--- src/rtl/ring_modulator_if.sv ---
// ring_modulator_if: sample-side bus of ring_modulator; am_mode exists only with RINGMOD_AM_EN.
interface ring_modulator_if #(
    parameter int BITSIZE   = 16,
    parameter int CHANNELS  = 2,
    parameter int DEPTHBITS = 8
);
    logic                         lrclk;
    logic [CHANNELS*BITSIZE-1:0]  in_a;
    logic [CHANNELS*BITSIZE-1:0]  in_b;
    logic [DEPTHBITS:0]           depth;
`ifdef RINGMOD_AM_EN
    logic                         am_mode;
`endif
    logic [CHANNELS*BITSIZE-1:0]  out;
    logic                         valid;
    logic                         busy;
    logic                         overrun;
    modport master (
`ifdef RINGMOD_AM_EN
        output am_mode,
`endif
        output lrclk, in_a, in_b, depth,
        input  out, valid, busy, overrun
    );
    modport slave (
`ifdef RINGMOD_AM_EN
        input  am_mode,
`endif
        input  lrclk, in_a, in_b, depth,
        output out, valid, busy, overrun
    );
endinterface

--- src/rtl/ring_modulator.sv ---
// ring_modulator: time-shared serial shift-add ring modulator with dry/wet mix per channel.
// Define RINGMOD_AM_EN to add am_mode (unipolar AM operand substitution).
module ring_modulator #(
    parameter int BITSIZE   = 16,
    parameter int CHANNELS  = 2,
    parameter int DEPTHBITS = 8
) (
    input logic              clk,
    input logic              reset,
    ring_modulator_if.slave  bus
);
    localparam int B  = BITSIZE;
    localparam int C  = CHANNELS;
    localparam int D  = DEPTHBITS;
    localparam int W  = B + D + 2;
    localparam int CW = C > 1 ? $clog2(C) : 1;
    localparam int NW = $clog2(B);
    typedef enum logic [2:0] {IDLE, LOAD, MUL, MIX, DONE} state_t;
    state_t state_q, state_d;
    logic lr_q, lr_d, ovr_q, ovr_d;
    logic [C*B-1:0] out_q, out_d;
    logic signed [B-1:0] a_q [C], a_d [C], b_q [C], b_d [C], st_q [C], st_d [C];
    logic [D:0] dep_q, dep_d;
    logic [2*B-1:0] prod_q, prod_d;
    logic [NW-1:0] cnt_q, cnt_d;
    logic [CW-1:0] ch_q, ch_d;
    logic rise, last_bit, last_ch, neg;
    logic signed [B-1:0] a_ch, b_ch, a_mul, wet;
    logic [B-1:0] ma, mb;
    logic [B:0] sum;
    logic signed [2*B:0] p;
    logic signed [W-1:0] wet_x, a_x, dep_x, inv_x, mix_full;
`ifdef RINGMOD_AM_EN
    logic am_q, am_d;
    logic signed [B-1:0] a_half;
    assign am_d = state_q == LOAD ? bus.am_mode : am_q;
    always_ff @(posedge clk) am_q <= am_d;
`endif
    assign rise     = bus.lrclk & ~lr_q;
    assign last_bit = cnt_q == NW'(B - 1);
    assign last_ch  = ch_q == CW'(C - 1);
    always_ff @(posedge clk) begin
        if (reset) state_q <= IDLE;
        else state_q <= state_d;
    end
    always_comb begin
        state_d = state_q == IDLE ? (rise ? LOAD : IDLE)
                : state_q == LOAD ? MUL
                : state_q == MUL  ? (last_bit ? MIX : MUL)
                : state_q == MIX  ? (last_ch ? DONE : MUL)
                : IDLE;
    end
    always_comb begin
        bus.busy    = state_q != IDLE;
        bus.valid   = state_q == DONE;
        bus.out     = out_q;
        bus.overrun = ovr_q;
    end
    always_comb begin
        a_ch = a_q[ch_q];
        b_ch = b_q[ch_q];
`ifdef RINGMOD_AM_EN
        a_half = a_ch >>> 1;
        a_mul  = am_q ? a_half + {2'b01, {(B-2){1'b0}}} : a_ch;
`else
        a_mul = a_ch;
`endif
        ma  = a_mul[B-1] ? -a_mul : a_mul;
        mb  = b_ch[B-1] ? -b_ch : b_ch;
        neg = a_mul[B-1] ^ b_ch[B-1];
        sum = {1'b0, prod_q[2*B-1:B]} + {1'b0, (mb[cnt_q] ? ma : B'(0))};
        p   = neg ? -$signed({1'b0, prod_q}) : $signed({1'b0, prod_q});
        // Only (-2^(B-1))^2 reaches bit 2B-2, and that case must saturate
        wet = prod_q[2*B-2] ? {1'b0, {(B-1){1'b1}}} : p[2*B-2:B-1];
        wet_x    = W'(wet);
        a_x      = W'(a_ch);
        dep_x    = W'(dep_q);
        inv_x    = W'({1'b1, {D{1'b0}}} - dep_q);
        mix_full = wet_x * dep_x + a_x * inv_x;
    end
    always_comb begin
        lr_d   = bus.lrclk;
        ovr_d  = ovr_q | (rise & (state_q != IDLE));
        a_d    = a_q;
        b_d    = b_q;
        dep_d  = dep_q;
        st_d   = st_q;
        out_d  = out_q;
        prod_d = prod_q;
        cnt_d  = cnt_q;
        ch_d   = state_q == DONE ? '0 : ch_q;
        if (state_q == LOAD) begin
            for (int i = 0; i < C; i++) begin
                a_d[i] = bus.in_a[i*B +: B];
                b_d[i] = bus.in_b[i*B +: B];
            end
            dep_d  = bus.depth[D] ? {1'b1, {D{1'b0}}} : bus.depth;
            prod_d = '0;
            cnt_d  = '0;
            ch_d   = '0;
        end
        if (state_q == MUL) begin
            prod_d = {sum, prod_q[B-1:1]};
            cnt_d  = cnt_q + 1'b1;
        end
        if (state_q == MIX) begin
            st_d[ch_q] = mix_full[B+D-1:D];
            prod_d     = '0;
            cnt_d      = '0;
            ch_d       = last_ch ? ch_q : ch_q + 1'b1;
            if (last_ch)
                for (int i = 0; i < C; i++) out_d[i*B +: B] = st_d[i];
        end
    end
    always_ff @(posedge clk) begin
        if (reset) begin
            lr_q  <= 1'b0;
            ovr_q <= 1'b0;
            out_q <= '0;
            ch_q  <= '0;
        end else begin
            lr_q  <= lr_d;
            ovr_q <= ovr_d;
            out_q <= out_d;
            ch_q  <= ch_d;
        end
        a_q    <= a_d;
        b_q    <= b_d;
        st_q   <= st_d;
        dep_q  <= dep_d;
        prod_q <= prod_d;
        cnt_q  <= cnt_d;
    end
endmodule

--- src/flat_wrapper.sv ---
// flat-port wrapper written by rule: the top's interface ports become plain ports
module ring_modulator_flat 
#(
    parameter int BITSIZE   = 16,
    parameter int CHANNELS  = 2,
    parameter int DEPTHBITS = 8
)
  (clk, reset, bus_lrclk, bus_in_a, bus_in_b, bus_depth, bus_out, bus_valid, bus_busy, bus_overrun);
  ring_modulator_if #(.BITSIZE(BITSIZE), .CHANNELS(CHANNELS), .DEPTHBITS(DEPTHBITS)) bus_i ();
  input logic clk;
  input logic reset;
  input wire logic [$bits(bus_i.lrclk)-1:0] bus_lrclk;
  input wire logic [$bits(bus_i.in_a)-1:0] bus_in_a;
  input wire logic [$bits(bus_i.in_b)-1:0] bus_in_b;
  input wire logic [$bits(bus_i.depth)-1:0] bus_depth;
  output wire logic [$bits(bus_i.out)-1:0] bus_out;
  output wire logic [$bits(bus_i.valid)-1:0] bus_valid;
  output wire logic [$bits(bus_i.busy)-1:0] bus_busy;
  output wire logic [$bits(bus_i.overrun)-1:0] bus_overrun;
  assign bus_i.lrclk = bus_lrclk;
  assign bus_i.in_a = bus_in_a;
  assign bus_i.in_b = bus_in_b;
  assign bus_i.depth = bus_depth;
  assign bus_out = bus_i.out;
  assign bus_valid = bus_i.valid;
  assign bus_busy = bus_i.busy;
  assign bus_overrun = bus_i.overrun;
  ring_modulator #(.BITSIZE(BITSIZE), .CHANNELS(CHANNELS), .DEPTHBITS(DEPTHBITS)) u_core (.clk(clk), .reset(reset), .bus(bus_i));
endmodule
--- config.mk ---
export PLATFORM = sky130hd
export DESIGN_NAME = ring_modulator_flat
export DESIGN_NICKNAME = d
export VERILOG_FILES = /design/src/rtl/ring_modulator_if.sv /design/src/rtl/ring_modulator.sv /design/src/flat_wrapper.sv
export SDC_FILE = /design/constraint.sdc
export NUM_CORES = 1
export LEC_CHECK = 0
export BUFFER_PORTS_ARGS = -buffer_cell sky130_fd_sc_hd__buf_2
export CORE_ASPECT_RATIO = 1.2
export CORE_MARGIN = 2
export CORE_UTILIZATION = 46
export DETAILED_ROUTE_END_ITERATION = 12
export SETUP_SLACK_MARGIN = 0.5
export SYNTH_ARGS = -nofsm -noshare
export SYNTH_HDL_FRONTEND = slang
export SYNTH_SLANG_ARGS = --single-unit
--- constraint.sdc ---
create_clock -name clk -period 23 [get_ports clk]
set_clock_uncertainty 0.2 [all_clocks]
set_input_delay 1.15 -clock clk [delete_from_list [all_inputs] [get_ports clk]]
set_output_delay 1.15 -clock clk [all_outputs]
set_load 0.01 [all_outputs]
# Word-level counts from Yosys, hierarchy flattened
# Index checks and enable logic that the tools add are counted.
# Widths: inputs -> output; s select.
[classes] n_mul=2 add_sub_neg=8 n_mux=32 n_shift=0 n_reduce_logical=6 n_bitwise=6 n_eq_ne=5 n_div=0 order_cmp=3
[op_table] operator="$mux 16" count=11
[op_table] operator="$mux 32" count=2
[op_table] operator="$mul 16x10->24" count=2
[op_table] operator="$bwmux 32" count=1
[op_table] operator="$neg 16->16" count=2
[op_table] operator="$mux 31" count=1
[op_table] operator="$neg 31->31" count=1
[op_table] operator="$add 24x24->24" count=1
[op_table] operator="$add 16x16->17" count=1
[op_table] operator="$demux 16 s1" count=1
[op_table] operator="$mux 3" count=5
[op_table] operator="$sub 9x9->10 const A" count=1
[op_table] operator="$mux 9" count=1
[op_table] operator="$mux 4" count=2
[op_table] operator="$mux 1" count=7
[op_table] operator="$eq 3x2->1 const B" count=2
[op_table] operator="$reduce_bool 3->1" count=2
[op_table] operator="$lt 4x5->1 const B" count=1
[op_table] operator="$add 4x1->4 const B" count=1
[op_table] operator="$bmux 1 s4" count=1
[op_table] operator="$eq 4x4->1 const B" count=1
[op_table] operator="$eq 3x1->1 const B" count=1
[op_table] operator="$eq 3x3->1 const B" count=1
[op_table] operator="$logic_not 3->1" count=1
[op_table] operator="11 further kinds" count=12
[word_totals] latch_bits=0 elab_cells=77 rom_bits=0 mem_count=0 ff_bits=179 out_inout_bits=35 ramBits=0 inputBits=76

# Longest topological paths before layout
# Gate-level depths: netlist (run 1).
[logic_depth] word_depth=11 ltp_mapped=32

# Least setup slack after synthesis (run 1)
# No wires, ideal clock.
[synth_path] kind="reg2reg" start="register u_core.prod_q[3]" end="register u_core.st_q[31] in the netlist's numbering, data pin" slack_ps=14135 arrival_time_ps=8405 required_time_ps=22540 setup_time_ps=260 stages_incl_launch_ff=30 cell_sequence="dfxtp_1 -> nor4_1 -> nand4_1 -> nor4b_2 -> nand2_1 -> or3_1 -> o21ai_0 -> xor2_1 -> nand2b_1 -> and2_1 -> fa_1 -> fa_1 -> inv_1 -> fa_1 -> inv_1 -> fa_1 -> fa_1 -> fa_1 -> inv_1 -> fa_1 -> inv_1 -> ha_1 -> a21o_1 -> a2111oi_1 -> inv_1 -> a211oi_2 -> o31ai_1 -> a211oi_1 -> xnor3_1 -> mux2_2"
[synth_via] elab_chain_cells=6
[synth_lines] item="start, declared" line="ring_modulator.sv:24" text="logic [2*B-1:0] prod_q, prod_d;"
[synth_lines] item="start signal, assigned" line="ring_modulator.sv:131" text="prod_q <= prod_d;"
[synth_lines] item="$neg 31->31" line="ring_modulator.sv:72" text="p = neg ? -$signed({1'b0, prod_q}) : $signed({1'b0, prod_q});"
[synth_lines] item="$mux 31" line="ring_modulator.sv:72"
[synth_lines] item="$mux 16" line="ring_modulator.sv:74" text="wet = prod_q[2*B-2] ? {1'b0, {(B-1){1'b1}}} : p[2*B-2:B-1];"
[synth_lines] item="$mul 16x10->24" line="ring_modulator.sv:79" text="mix_full = wet_x * dep_x + a_x * inv_x;"
[synth_lines] item="$add 24x24->24" line="ring_modulator.sv:79"
[synth_lines] item="$bwmux 32" line="ring_modulator.sv:107" text="st_d[ch_q] = mix_full[B+D-1:D];"
[synth_lines] item="end signal, assigned" line="ring_modulator.sv:129" text="st_q <= st_d;"
[synth_lines] item="end, declared" line="ring_modulator.sv:22" text="logic signed [B-1:0] a_q [C], a_d [C], b_q [C], b_d [C], st_q [C], st_d [C];"
# Every way passes these cells.
# A chain may end at the register's enable or synchronous reset.

# Final worst setup path (run 1)
# Ends and elaborated chain as after synthesis.

==> impl_metrics.xml, run 1 <==
<?xml version="1.0" encoding="UTF-8"?>
<metrics>
  <group name="status">
    <metric name="outcome" unit="">finished, final reports clean</metric>
  </group>
  <group name="placement">
    <metric name="numPortBuffers" unit="">110</metric>
    <metric name="placedInstanceArea" unit="um^2">19700</metric>
    <metric name="dp.final_hpwl" unit="mm">36.5</metric>
    <metric name="globalplace.congestion" unit="">0.915</metric>
  </group>
  <group name="synthesis">
    <metric name="synth_xor_xnor_area_share" unit="">0.0461</metric>
    <metric name="largest_family_of_logic_cells_by_synthesized_area" unit="">adder cells</metric>
    <metric name="syn-mean-instance-area" unit="um^2">9.78</metric>
    <metric name="synth_seq_cells" unit="">163</metric>
    <metric name="synth_top_flop_cell" unit="">edfxtp_1</metric>
    <metric name="count_of_flip_flops_with_a_built_in_enable_after_synthesis" unit="">89</metric>
    <metric name="seq_area_frac_synth" unit="">0.223</metric>
    <metric name="synth_area_in_compound_gates" unit="">0.0735</metric>
    <metric name="synth_cell_type_count" unit="">73</metric>
    <metric name="synth.yosys.warnings" unit="">0</metric>
    <metric name="post_synth_and_or_nand_nor_area_fraction" unit="">0.149</metric>
    <metric name="syn-num-nets" unit="">2373</metric>
    <metric name="cell_area_synth" unit="um^2">18600</metric>
    <metric name="synthAdderAreaFrac" unit="">0.379</metric>
    <metric name="synth-async-reset-ratio" unit="">0</metric>
    <metric name="synth_instances" unit="">1905</metric>
    <metric name="synth.mux.area_fraction" unit="">0.0378</metric>
  </group>
  <group name="drt">
    <metric name="highest-signal-layer" unit="">met4</metric>
    <metric name="starting_drc_count_in_detailed_routing" unit="">703</metric>
    <metric name="m1WireLength" unit="mm">18.2</metric>
    <metric name="viasPerCell" unit="">5.24</metric>
    <metric name="routed_wire_length_per_instance" unit="um">17.8</metric>
    <metric name="drc" unit="">0</metric>
    <metric name="num_vias" unit="">13200</metric>
    <metric name="dr_wl_met2" unit="mm">23.7</metric>
    <metric name="antenna_violating_nets_post_route" unit="">0</metric>
    <metric name="met3_length" unit="mm">1.70</metric>
    <metric name="first_pass_iters" unit="">5</metric>
    <metric name="finalWirelength" unit="mm">44.9</metric>
  </group>
  <group name="cts">
    <metric name="cts_root_buffer" unit="">clkbuf_16</metric>
    <metric name="tritoncts_clock_tree" unit="">yes</metric>
    <metric name="cts.path.max_buffers" unit="">2</metric>
    <metric name="cts_h_tree_depth" unit="">4</metric>
    <metric name="clk_pin_slew" unit="ns">0.07</metric>
    <metric name="numCtsBuffers" unit="">17</metric>
    <metric name="worstSkewPairLatency" unit="ns">0.44</metric>
    <metric name="post_cts.resized_instances" unit="">0</metric>
    <metric name="cts.sink_count" unit="">163</metric>
    <metric name="postCtsHoldBufs" unit="">0</metric>
    <metric name="cts.repair_timing.setup_buffer_count" unit="">0</metric>
  </group>
  <group name="sta">
    <metric name="slew_headroom" unit="">0.305</metric>
    <metric name="final_slew_viol_count" unit="">0</metric>
    <metric name="finalWorstPathRequiredPeriod" unit="ns">10.07</metric>
    <metric name="timing.final.crit_share" unit="">0.438</metric>
    <metric name="setup_violations" unit="">0</metric>
    <metric name="timing_hold_violations_final" unit="">0</metric>
    <metric name="maxClockFrequency" unit="MHz">99.3</metric>
    <metric name="rsz0062_at_grt" unit="">no</metric>
    <metric name="tightestPinTransition" unit="ns">1.03</metric>
    <metric name="fin_tns_setup" unit="ns">0</metric>
  </group>
  <group name="critical_path">
    <metric name="path_class" unit="">flip-flop to flip-flop</metric>
    <metric name="cpPeakStageDelay" unit="ns">0.67</metric>
    <metric name="worstPathMaxFanout" unit="">9</metric>
    <metric name="worst_setup_path_end_kind" unit="">flip-flop</metric>
    <metric name="startpoint_type" unit="">flip-flop</metric>
    <metric name="crit_top_cell" unit="">fa_1</metric>
    <metric name="worst_ep_required_time" unit="ns">22.99</metric>
    <metric name="cp_data_arrival_time" unit="ns">10.06</metric>
    <metric name="worst_path_max_delay_cell" unit="">a2111oi_1</metric>
    <metric name="worstPathBufferInverterCount" unit="">5</metric>
    <metric name="cpLargestDelayFamily" unit="">adder cells</metric>
  </group>
  <group name="final_layout">
    <metric name="antennaDiodeCount" unit="">0</metric>
    <metric name="finish.net_count" unit="">2447</metric>
    <metric name="filler_cell_count" unit="">3827</metric>
    <metric name="flow.area_growth_from_synthesis" unit="%">8.71</metric>
    <metric name="final_layout_size_suffix_gt1_frac" unit="">0.111</metric>
    <metric name="final_cell_mix" unit="">358 x inv_1, 287 x fa_1, 189 x nand2_1</metric>
    <metric name="final_design_area_excluding_fillers" unit="um^2">20300</metric>
    <metric name="mostFrequentLayoutCell" unit="">inv_1</metric>
  </group>
  <group name="global_routing">
    <metric name="grt_pass1_vias" unit="">14300</metric>
    <metric name="antenna_found_initial" unit="">0</metric>
    <metric name="grt_overflow" unit="">0</metric>
    <metric name="overall_fraction_of_global_route_tracks_in_use" unit="">0.229</metric>
    <metric name="grt_max_degree" unit="">74</metric>
    <metric name="wire_length_of_the_first_global_routing_pass" unit="mm">74.8</metric>
  </group>
  <group name="floorplanning">
    <metric name="floorplan.core_area" unit="um^2">39800</metric>
    <metric name="vertical_die_dimension" unit="um">225</metric>
    <metric name="ios" unit="">111</metric>
    <metric name="die_area" unit="um^2">42200</metric>
    <metric name="start_util" unit="">0.468</metric>
    <metric name="die_width" unit="um">188</metric>
    <metric name="core.rowCount" unit="">80</metric>
  </group>
  <group name="min_path">
    <metric name="holdCritPathClass" unit="">flip-flop to flip-flop</metric>
  </group>
  <group name="job">
    <metric name="drv_cap" unit="">0</metric>
  </group>
</metrics>
[cell families (layout without fill, tap and decap cells)]
family,count (synthesis),after routing
fa+ha+maj,392,392
mux,66,66
buf+inv,433,520
xor+xnor,92,92
compound gates,200,200
simple gates,559,559
flops,163,163
[flip-flops by register name, summed over array words and instances, names as in the netlist]
register            flops
u_core.state_q          3
u_core.a_q             32
u_core.bus.out         32
u_core.prod_q          32
u_core.bus.overrun      1
u_core.ch_q             1
u_core.lr_q             1
u_core.cnt_q            4
u_core.b_q             32
u_core.dep_q            9
u_core.st_q            16
[cells in the mapped netlist (23+ instances only)]
cell type,n,area share
a21oi_1,60,0.016
a22o_1,29,0.014
and2_1,137,0.046
clkbuf_1,54,0.011
dfxtp_1,74,0.079
edfxtp_1,89,0.14
fa_1,287,0.31
ha_1,105,0.070
inv_1,358,0.072
mux2_2,32,0.019
mux2i_1,33,0.018
nand2_1,189,0.038
nor2_1,109,0.022
nor2b_1,23,0.0077
nor3_1,23,0.0062
o21ai_0,29,0.0078
xnor2_1,67,0.031
[cell type report]
type / instances / area (um^2) / share of cell area
clock inverter: 14 / 168 / 0.00827
tap: 533 / 667 / 0.0329
multi-input combinational: 1309 / 12800 / 0.632
inverter: 360 / 1350 / 0.0667
timing repair buffer: 128 / 686 / 0.0338
sequential: 163 / 4160 / 0.205
clock buffer: 18 / 429 / 0.0212
[worst register-to-register path, delay by kind of cell, from the launching register on]
kind | cells | cell delay [ns]
XOR/XNOR | 1 | 0.45
AND/OR/NAND/NOR | 7 | 2.25
multiplexers | 1 | 0.26
AO/OA/AOI/OAI | 6 | 2.11
buffers and inverters | 5 | 0.33
adder cells (fa/ha/maj) | 8 | 3.89
flip-flops | 1 | 0.33
[final timing paths]
check                         start           endpoint  slack (ns)  depth (start not counted)
setup / recovery   u_core.prod_q[3]    u_core.st_q[31]       12.93                         28
hold / removal    u_core.bus.out[8]  u_core.bus.out[8]        0.25                          2
setup reg to reg   u_core.prod_q[3]    u_core.st_q[31]       12.93                         28
hold reg to reg   u_core.bus.out[8]  u_core.bus.out[8]        0.25                          2
[per-stage QoR]
stage / setup slack [ns] / hold WS (ns) / std cells / utilization
finish: 12.93 / 0.250 / 2525 / 0.509
global route: 12.23 / 0.277 / 2525 / 0.509
CTS: 12.97 / 0.255 / 2525 / 0.509
detailed placement: 13.01 / 0.246 / 2493 / 0.494
global placement: 13.29 / 0.244 / 2493 / 0.494
floorplan: 14.14 / 0.243 / 1905 / -
[metal layers]
metal,up-vias,GRT usage
met5,-,0
li1,6139,-
met3,72,0.0279
met2,289,0.422
met1,6735,0.276
met4,0,0.0798
Power of run 1 is not shown: default switching activity piles up to over one toggle a cycle in this logic, so the estimate is an artifact.
==> run 2, diff against run 1 <==
==> constraint.sdc (replaced) <==
create_clock -name clk -period 10.55 [get_ports clk]
set_clock_uncertainty 0.2 [all_clocks]
set_input_delay 0.5275 -clock clk [delete_from_list [all_inputs] [get_ports clk]]
set_output_delay 0.5275 -clock clk [all_outputs]
set_load 0.01 [all_outputs]
==> impl_metrics.xml, run 2 (synthesis results as in run 1) <==
<?xml version="1.0" encoding="UTF-8"?>
<metrics>
  <group name="placement">
    <metric name="dp_worst_setup_slack" unit="ns">0.663</metric>
    <metric name="numPortBuffers" unit="">110</metric>
    <metric name="globalplace.congestion" unit="">0.927</metric>
    <metric name="place.detailed.instances" unit="">2500</metric>
    <metric name="dp.final_hpwl" unit="mm">37.2</metric>
  </group>
  <group name="drt">
    <metric name="finalWirelength" unit="mm">44.9</metric>
    <metric name="routed_wire_length_per_instance" unit="um">17.7</metric>
    <metric name="viasPerCell" unit="">5.19</metric>
    <metric name="drc" unit="">0</metric>
    <metric name="first_pass_iters" unit="">5</metric>
    <metric name="starting_drc_count_in_detailed_routing" unit="">696</metric>
    <metric name="num_vias" unit="">13200</metric>
    <metric name="antenna_violating_nets_post_route" unit="">0</metric>
  </group>
  <group name="cts">
    <metric name="cts.path.max_buffers" unit="">2</metric>
    <metric name="cts_root_buffer" unit="">clkbuf_16</metric>
    <metric name="postCtsHoldBufs" unit="">0</metric>
    <metric name="clk_pin_slew" unit="ns">0.08</metric>
    <metric name="cts_h_tree_depth" unit="">4</metric>
    <metric name="cts.sink_count" unit="">163</metric>
    <metric name="tritoncts_clock_tree" unit="">yes</metric>
    <metric name="numCtsBuffers" unit="">17</metric>
    <metric name="worstSkewPairLatency" unit="ns">0.45</metric>
  </group>
  <group name="floorplanning">
    <metric name="floorplan.core_area" unit="um^2">39800</metric>
    <metric name="die_area" unit="um^2">42200</metric>
    <metric name="start_util" unit="">0.468</metric>
    <metric name="core.rowCount" unit="">80</metric>
    <metric name="die_width" unit="um">188</metric>
    <metric name="vertical_die_dimension" unit="um">225</metric>
    <metric name="ios" unit="">111</metric>
  </group>
  <group name="global_routing">
    <metric name="grt_pass1_vias" unit="">14200</metric>
    <metric name="grt_overflow" unit="">0</metric>
    <metric name="wire_length_of_the_first_global_routing_pass" unit="mm">74.3</metric>
    <metric name="antenna_found_initial" unit="">1</metric>
    <metric name="grt_max_degree" unit="">72</metric>
    <metric name="overall_fraction_of_global_route_tracks_in_use" unit="">0.228</metric>
  </group>
  <group name="critical_path">
    <metric name="worst_setup_path_end_kind" unit="">flip-flop</metric>
    <metric name="worst_ep_required_time" unit="ns">10.54</metric>
    <metric name="cp_data_arrival_time" unit="ns">9.48</metric>
    <metric name="startpoint_type" unit="">flip-flop</metric>
    <metric name="worstPathMaxFanout" unit="">55</metric>
    <metric name="path_class" unit="">flip-flop to flip-flop</metric>
  </group>
  <group name="job">
    <metric name="drv_cap" unit="">0</metric>
  </group>
  <group name="sta">
    <metric name="final_slew_viol_count" unit="">0</metric>
    <metric name="timing.final.ws_setup" unit="ns">1.06</metric>
    <metric name="maxClockFrequency" unit="MHz">105</metric>
    <metric name="timing_hold_violations_final" unit="">0</metric>
    <metric name="timing.final.crit_share" unit="">0.900</metric>
    <metric name="setup_violations" unit="">0</metric>
    <metric name="slew_headroom" unit="">0.312</metric>
    <metric name="rsz0062_at_grt" unit="">no</metric>
    <metric name="tightestPinTransition" unit="ns">1.02</metric>
    <metric name="whs" unit="ns">0.0534</metric>
    <metric name="fin_tns_setup" unit="ns">0</metric>
    <metric name="finalWorstPathRequiredPeriod" unit="ns">9.49</metric>
  </group>
  <group name="status">
    <metric name="outcome" unit="">finished, final reports clean</metric>
  </group>
  <group name="final_layout">
    <metric name="flow.area_growth_from_synthesis" unit="%">9.04</metric>
    <metric name="final_cell_mix" unit="">358 x inv_1, 287 x fa_1, 189 x nand2_1</metric>
    <metric name="final-instance-count-excl-fill" unit="">2535</metric>
    <metric name="final_layout_size_suffix_gt1_frac" unit="">0.115</metric>
    <metric name="mostFrequentLayoutCell" unit="">inv_1</metric>
    <metric name="finish.net_count" unit="">2455</metric>
  </group>
  <group name="min_path">
    <metric name="holdCritPathClass" unit="">input port to flip-flop</metric>
  </group>
</metrics>
[run 2: cell count changes in the layout (fill, tap and decap cells not counted), moves of 2 or more]
cell	delta
buf_4	+8
inv_6	-3
diode_2	+2
inv_8	+4
[run 2: critical path, cell delays in order (launching register included)]
cell and delay [ns]:
dfxtp_4 0.36, buf_4 0.53, mux2i_2 0.17, xnor2_1 0.69, nor3_1 0.08, or3b_2 0.58
and2_1 0.22, fa_1 0.47, fa_1 0.55, inv_1 0.05, fa_1 0.52, inv_1 0.05
fa_1 0.52, fa_1 0.44, fa_1 0.55, inv_1 0.05, fa_1 0.53, inv_1 0.04
ha_1 0.35, a21o_1 0.22, a2111oi_2 0.48, inv_1 0.10, a211oi_2 0.25, o31ai_1 0.22
a211oi_1 0.26, xnor3_1 0.44, mux2_2 0.28
[run 2: repair_timing]
item | CTS | global route
gates resized for setup | 0 | 2
setup endpoints to repair | 0 | 11
buffers inserted | 0 | 1
hold endpoints to repair | 0 | 0
[run 2: metal layers]
layer	routed length, um	GRT usage
met1	18000	0.272
met4	1700	0.0927
met2	23700	0.416
met3	1520	0.0262
met5	0	0
[run 2: worst paths after layout]
check        cells past startpoint  slack (ns)                from                  to
min reg2reg                      2        0.25  u_core.bus.out[21]  u_core.bus.out[21]
max reg2reg                     26        1.06         u_core.ch_q     u_core.st_q[31]
max                             26        1.06         u_core.ch_q     u_core.st_q[31]
min                              1        0.05         bus_in_a[0]      u_core.a_q[16]
[run 2: cell type report]
type / count / area [um^2]
fill: 3730 / 19500
multi-input combinational: 1309 / 12800
sequential: 163 / 4160
inverter: 360 / 1350
timing repair buffer: 136 / 746
tap: 533 / 667
clock buffer: 17 / 425
clock inverter: 15 / 161
antenna: 2 / 5.00
[run 2: per-stage QoR]
step / utilization / instance area, um^2
after floorplan: - / 18600
after global placement: 0.495 / 19700
after detailed placement: 0.495 / 19700
final: 0.510 / 20300
after CTS: 0.509 / 20300
after global routing: 0.510 / 20300
Power of run 2 is left out for the same reason.
